<file path="config.mk">
export PLATFORM = sky130hd
export DESIGN_NAME = sensor_debounce_latch
export DESIGN_NICKNAME = d
export VERILOG_FILES = /design/src/rtl/sensor_debounce_latch.sv
export SDC_FILE = /design/constraint.sdc
export NUM_CORES = 1
export LEC_CHECK = 0
export CAP_MARGIN = 20
export CORE_MARGIN = 2
export CORE_UTILIZATION = 55
export DETAILED_ROUTE_END_ITERATION = 6
export GPL_TIMING_DRIVEN = 0
export PLACE_DENSITY = 0.81
export SYNTH_ARGS = -nofsm -noshare
export SYNTH_HDL_FRONTEND = slang
export SYNTH_SLANG_ARGS = --single-unit
</file>
<file path="constraint.sdc">
create_clock -name clk -period 3.5 [get_ports clk]
set_clock_uncertainty 0.2 [all_clocks]
set_input_delay 0.525 -clock clk [delete_from_list [all_inputs] [get_ports clk]]
set_output_delay 0.525 -clock clk [all_outputs]
set_load 0.005 [all_outputs]
</file>
<file path="src/rtl/sensor_debounce_latch.sv">
// Sensor push-button conditioner: 2-FF synchroniser, 4-state debounce FSM,
// press edge pulse and sticky car_waiting request. Optional SENSOR_PRESS_COUNT_EN adds press_count.
module sensor_debounce_latch #(
    parameter int DEBOUNCE_CYCLES = 500000,
    parameter int CNT_W           = 20
) (
    input  logic       clk,
    input  logic       reset,
    input  logic       sensor_raw,
    input  logic       clear_req,
    output logic       sensor_db,
    output logic       press_pulse,
    output logic       car_waiting
`ifdef SENSOR_PRESS_COUNT_EN
    ,
    output logic [7:0] press_count
`endif
);

    typedef enum logic [1:0] {
        ST_IDLE      = 2'd0,
        ST_PRESS_CHK = 2'd1,
        ST_PRESSED   = 2'd2,
        ST_REL_CHK   = 2'd3
    } state_t;

    localparam logic [CNT_W-1:0] CNT_MAX  = CNT_W'(DEBOUNCE_CYCLES);
    localparam logic [CNT_W-1:0] CNT_ONE  = CNT_W'(1);
    localparam logic [CNT_W-1:0] CNT_ZERO = CNT_W'(0);

    logic             s1_q;
    logic             s2_q;
    state_t           state_q;
    state_t           state_d;
    logic [CNT_W-1:0] cnt_q;
    logic [CNT_W-1:0] cnt_d;
    logic             db_q;
    logic             db_d;
    logic             pulse_q;
    logic             pulse_d;
    logic             cw_q;
    logic             cw_d;
    logic             cnt_done_s;

    assign cnt_done_s = (cnt_q == CNT_MAX);

    // Two-flop synchroniser for the asynchronous button input
    always_ff @(posedge clk or negedge reset) begin
        if (!reset) begin
            s1_q <= 1'b0;
            s2_q <= 1'b0;
        end else begin
            s1_q <= sensor_raw;
            s2_q <= s1_q;
        end
    end

    // FSM state and stability counter registers
    always_ff @(posedge clk or negedge reset) begin
        if (!reset) begin
            state_q <= ST_IDLE;
            cnt_q   <= CNT_ZERO;
        end else begin
            state_q <= state_d;
            cnt_q   <= cnt_d;
        end
    end

    // Next-state and counter logic; counter restarts on every state change
    always_comb begin
        state_d = state_q;
        cnt_d   = cnt_q;
        case (state_q)
            ST_IDLE: begin
                if (s2_q) begin
                    state_d = ST_PRESS_CHK;
                    cnt_d   = CNT_ONE;
                end else begin
                    cnt_d   = CNT_ZERO;
                end
            end
            ST_PRESS_CHK: begin
                if (!s2_q) begin
                    state_d = ST_IDLE;
                    cnt_d   = CNT_ZERO;
                end else if (cnt_done_s) begin
                    state_d = ST_PRESSED;
                    cnt_d   = CNT_ZERO;
                end else begin
                    cnt_d   = cnt_q + CNT_ONE;
                end
            end
            ST_PRESSED: begin
                if (!s2_q) begin
                    state_d = ST_REL_CHK;
                    cnt_d   = CNT_ONE;
                end else begin
                    cnt_d   = CNT_ZERO;
                end
            end
            ST_REL_CHK: begin
                if (s2_q) begin
                    state_d = ST_PRESSED;
                    cnt_d   = CNT_ZERO;
                end else if (cnt_done_s) begin
                    state_d = ST_IDLE;
                    cnt_d   = CNT_ZERO;
                end else begin
                    cnt_d   = cnt_q + CNT_ONE;
                end
            end
            default: begin
                state_d = ST_IDLE;
                cnt_d   = CNT_ZERO;
            end
        endcase
    end

    // Output next values; a press set beats a same-cycle clear
    always_comb begin
        db_d    = db_q;
        pulse_d = 1'b0;
        case (state_q)
            ST_PRESS_CHK: begin
                if (s2_q && cnt_done_s) begin
                    db_d    = 1'b1;
                    pulse_d = 1'b1;
                end else begin
                    db_d    = db_q;
                end
            end
            ST_REL_CHK: begin
                if (!s2_q && cnt_done_s) begin
                    db_d = 1'b0;
                end else begin
                    db_d = db_q;
                end
            end
            default: begin
                db_d = db_q;
            end
        endcase
        if (pulse_d) begin
            cw_d = 1'b1;
        end else if (clear_req) begin
            cw_d = 1'b0;
        end else begin
            cw_d = cw_q;
        end
    end

    // Registered outputs
    always_ff @(posedge clk or negedge reset) begin
        if (!reset) begin
            db_q    <= 1'b0;
            pulse_q <= 1'b0;
            cw_q    <= 1'b0;
        end else begin
            db_q    <= db_d;
            pulse_q <= pulse_d;
            cw_q    <= cw_d;
        end
    end

    assign sensor_db   = db_q;
    assign press_pulse = pulse_q;
    assign car_waiting = cw_q;

`ifdef SENSOR_PRESS_COUNT_EN
    logic [7:0] press_cnt_q;

    // Free-running press counter, wraps 255 -> 0
    always_ff @(posedge clk or negedge reset) begin
        if (!reset) begin
            press_cnt_q <= 8'd0;
        end else if (pulse_d) begin
            press_cnt_q <= press_cnt_q + 8'd1;
        end else begin
            press_cnt_q <= press_cnt_q;
        end
    end

    assign press_count = press_cnt_q;
`endif

endmodule

</file>
# --- Yosys cells after proc, flatten, opt, wreduce, memory -nomap -nowiden ---
# Cells that the tools add are included.
word_totals:
  wordCells: 46
  inputBits: 4
  register_bits: 27
op_classes:
  add_sub_neg: 1
  muxes: 20
  n_eq_ne: 10
  reduce_logical: 8
ops:
  columns: ["op", "n"]
  rows:
  - ["$pmux 20 s4", 1]
  - ["$mux 20", 3]
  - ["$add 20x1->20 const B", 1]
  - ["$eq 20x19->1 const B", 1]
  - ["$mux 2", 6]
  - ["$mux 1", 8]
  - ["$ne 2x2->1 const B", 4]
  - ["$pmux 2 s4", 1]
  - ["$ne 3x3->1 const B", 2]
  - ["$eq 2x2->1 const B", 2]
  - ["$reduce_and 4->1", 1]
  - ["$reduce_bool 2->1", 2]
  - ["$reduce_and 3->1", 1]
  - ["$eq 2x1->1 const B", 1]
  - ["$logic_and 1x1->1", 2]
  - ["$logic_not 2->1", 1]
  - ["$pmux 1 s2", 1]
  - ["$logic_not 1->1", 1]

# --- Depth between registers and ports, before layout ---
logic_depth:
  depth_word: 5
  ltp_mapped: 7

# --- Worst setup path after synthesis ---
# OpenSTA, ideal clock, no wires.
synth_timing:
  path_type: "register to register"
  from: "reg cnt_q[0]"
  to: "reg with a tool-made name"
  setup_ns: 0.128
  period_less_slack_ns: 2.032
  n_path_buf: 1
  path_slack_ns: 1.468
  stages_incl_launch_ff: 7
  arrival_ns: 1.704
  cell_sequence: "dfrtp_1 inv_1 ha_1 or4b_1 buf_2 nor3_4 mux2_1"
synth_rtl:
  columns: ["item", "line_no", "text"]
  rows:
  - ["start: declaration", "35", "logic [CNT_W-1:0] cnt_q;"]
  - ["start signal: assignment", "65", "cnt_q <= cnt_d;"]

# --- Final worst setup path ---
layout_timing:
  from: "reg cnt_q[0]"
  to: "reg cnt_q[18]"
layout_between:
  elab_chain_cells: 4
  elab_cells_between_ends: 6
  cone_classes: "add/sub (1); eq/ne (1); mux (4)"
layout_lines:
  columns: ["item", "line_no", "text"]
  rows:
  - ["$add 20x1->20 or $eq 20x19->1 (tied branches)", "90, 109, 45", null]
  - ["$mux 20 (*)", "86, 105", null]
  - ["$mux 20 (on tied branches)", "102, 83", null]
  - ["$pmux 20 s4 (*)", "73", "case (state_q)"]
  - ["named net cnt_d[18]", "36", "logic [CNT_W-1:0] cnt_d;"]
# Mark *: on every way through the listed nets, which the timed path passes. The rest lies on a longest branch.
# A chain may end at the register's enable or synchronous reset.

==> results.yml <==
status:
  status: "complete, no violations"
place:
  hpwl_mm: 1.951
  pre_cts_ws_ps: 1292
  portBuffers: 6
  gp_congestion: 0.8788
power:
  p_leak_uw: 0.0006761
  vdd_ir_drop_max_uv: 271.9
  power.density_mw_per_mm2: 301.0
  power.total_uw: 481.3
worst_setup_path:
  reg2reg_from: "cnt_q[0]$_DFF_PN0_"
  required_ps: 3550
  r2r_cells: 5
  cp.arrival_ps: 2290
  critPathCaptureType: "flop"
  r2r-end: "cnt_q[18]$_DFF_PN0_"
  reg2reg_setup_slack_ps: 1260
  crit_start: "cnt_q[0]$_DFF_PN0_"
  crit_end: "cnt_q[18]$_DFF_PN0_"
  start_kind: "flop"
  critPathMaxFanout: 5
  path_class: "reg2reg"
global_routing:
  grt_pass1_wl_mm: 4.747
  grt_start_max_net_pins: 16
  grt_remaining_overflow: 0
  grt_pass1_vias: 1028
  antenna_found_initial: 0
  grtUsageTotal: 0.1897
drt:
  first_pass_iters: 4
  first_iter_violations: 16
  vias: 1026
  viasPerCell: 5.637
  wire_per_inst_um: 14.24
  antenna_left: 0
  drc: 0
  wl_mm: 2.591
finish:
  layout-drive-gt1-share: 0.1316
  num-nets-final: 159
  layout_commonest_cell: "dfrtp_1"
  area_delta_synth_final_pct: 9.605
  fin_util: 0.6396
  seq_area_um2: 675.6
  final_cell_mix: "27 x dfrtp_1, 22 x nor2_1, 12 x xnor2_1"
  multi_input_comb_area_um2: 694.4
  fillers: 204
  antennaDiodeCount: 0
die:
  fp.dieH_um: 55.50
  die-area_mm2: 0.003080
  start_util: 0.5836
  rows: 18
  pin_count: 7
  core-area_mm2: 0.002500
  die_w_um: 55.50
sta:
  fmax_ghz: 0.4465
  slew_headroom: 0.5925
  finalHoldViolCount: 0
  worst-slew-pin-transition_ps: 609.4
  drv_slew: 0
  fin_crit_sh: 0.6399
  setup_ws_ps: 1261
  setup_tns_ps: 0
  period_needed_ps: 2239
  setup_viol: 0
  grt_setup_unrepaired: "no"
clock_network:
  clock_path_buffers: 2
  cts_sinks: 27
  cts_tree: "done"
  clk_latency_ps: 320
  path_clk_slew_ps: 140
  cts_hold_buf: 0
  cts_resized: 0
  cts_root_buf: "clkbuf_4"
  postCtsSetupBuffers: 0
  htree_levels: 1
  cts_buffers: 3
yosys:
  synth_warnings: 0
  synth_edf_count: 0
  syn_area_mm2: 0.001459
  ys_seq_area_frac: 0.4631
  avgSynthCellArea_um2: 10.35
  ys_ff_latch: 27
  ys_types: 35
  synthFlopType: "dfrtp_1"
  synth-async-reset-ratio: 1.000
  synth_cells: 141
  synthesis.nets: 147
run:
  drv_cap: 0
worst_hold_path:
  hold_class: "reg2reg"
[stage by stage]
step | instances | hold WS [ps] | area, um^2
after floorplan | 141 | 29.41 | 1459
after global placement | 177 | 144.5 | 1556
after detailed placement | 178 | 136.3 | 1572
after CTS | 182 | 178.8 | 1599
after global routing | 182 | 186.5 | 1599
final | 182 | 176.5 | 1599
[flip-flops by register name, indices dropped and copies added (netlist names), named ones only]
signal and flops:
sensor_db 1, cnt_q 20, s2_q 1, press_pulse 1, state_q 1, car_waiting 1, s1_q 1
[Yosys cell counts, types with 2 or more instances]
| library cell | n | area, um^2 |
|---|---|---|
| nand3_1 | 6 | 30.03 |
| ha_1 | 2 | 25.02 |
| buf_4 | 4 | 30.03 |
| inv_1 | 7 | 26.28 |
| mux2i_1 | 2 | 20.02 |
| dfrtp_1 | 27 | 675.7 |
| and4_1 | 3 | 26.28 |
| nor4_1 | 7 | 43.79 |
| xnor2_1 | 12 | 105.1 |
| nand2_1 | 7 | 26.28 |
| nand4_1 | 5 | 31.28 |
| buf_2 | 2 | 10.01 |
| nor3_1 | 4 | 20.02 |
| nand4_2 | 2 | 25.02 |
| xor2_1 | 4 | 35.03 |
| a21oi_1 | 2 | 10.01 |
| nor4b_1 | 5 | 43.79 |
| buf_6 | 2 | 22.52 |
| nor2_1 | 22 | 82.58 |
[worst min-delay path by stage]
stage          slack (ps)            from  depth (start not counted)              to
2_1_floorplan          30           reset                          0       async pin
5_1_grt               190  s1_q$_DFF_PN0_                          0  s2_q$_DFF_PN0_
4_1_cts               180  s1_q$_DFF_PN0_                          0  s2_q$_DFF_PN0_
3_3_place_gp          140  s1_q$_DFF_PN0_                          0  s2_q$_DFF_PN0_
6_report              180  s1_q$_DFF_PN0_                          0  s2_q$_DFF_PN0_
3_5_place_dp          140  s1_q$_DFF_PN0_                          0  s2_q$_DFF_PN0_
[worst max-delay path, cell delays in order, from the launching register on]
cell and delay [ps]:
dfrtp_1 450, ha_1 270, nand4_2 190, or4_1 590, or3_1 320, a21oi_1 160
[cell type report]
cell class | count | share of cell area
Buffer | 8 | 0.03912
Clock inverter | 1 | 0.003130
Timing Repair Buffer | 7 | 0.04695
Inverter | 7 | 0.01643
Tap cell | 30 | 0.02347
Multi-Input combinational cell | 99 | 0.4343
Sequential cell | 27 | 0.4225
Clock buffer | 3 | 0.01408
[metal layers]
layer / wire, um / vias up / part of all wire / global-route usage
met3: 47 / 2 / 0.018 / 0.02108
li1: - / 517 / - / -
met1: 1269 / 499 / 0.49 / 0.2713
met4: 15 / 0 / 0.0058 / 0.05226
met5: 0 / - / 0 / 0
met2: 1259 / 8 / 0.49 / 0.3061
[report_power, final]
group | internal, uW | switching [uW]
clock network | 42.8 | 90.3
logic | 11.3 | 18.2
registers | 315 | 3.53
total | 369 | 112
[kinds of logic after synthesis]
group | after synthesis | synth area share
flops | 27 | 0.4631
fa+ha+maj | 2 | 0.01715
simple gates | 70 | 0.2968
mux | 3 | 0.02144
xor+xnor | 16 | 0.09605
buf+inv | 15 | 0.06090
compound gates | 8 | 0.04460
Power figures use the tool's default switching activity.
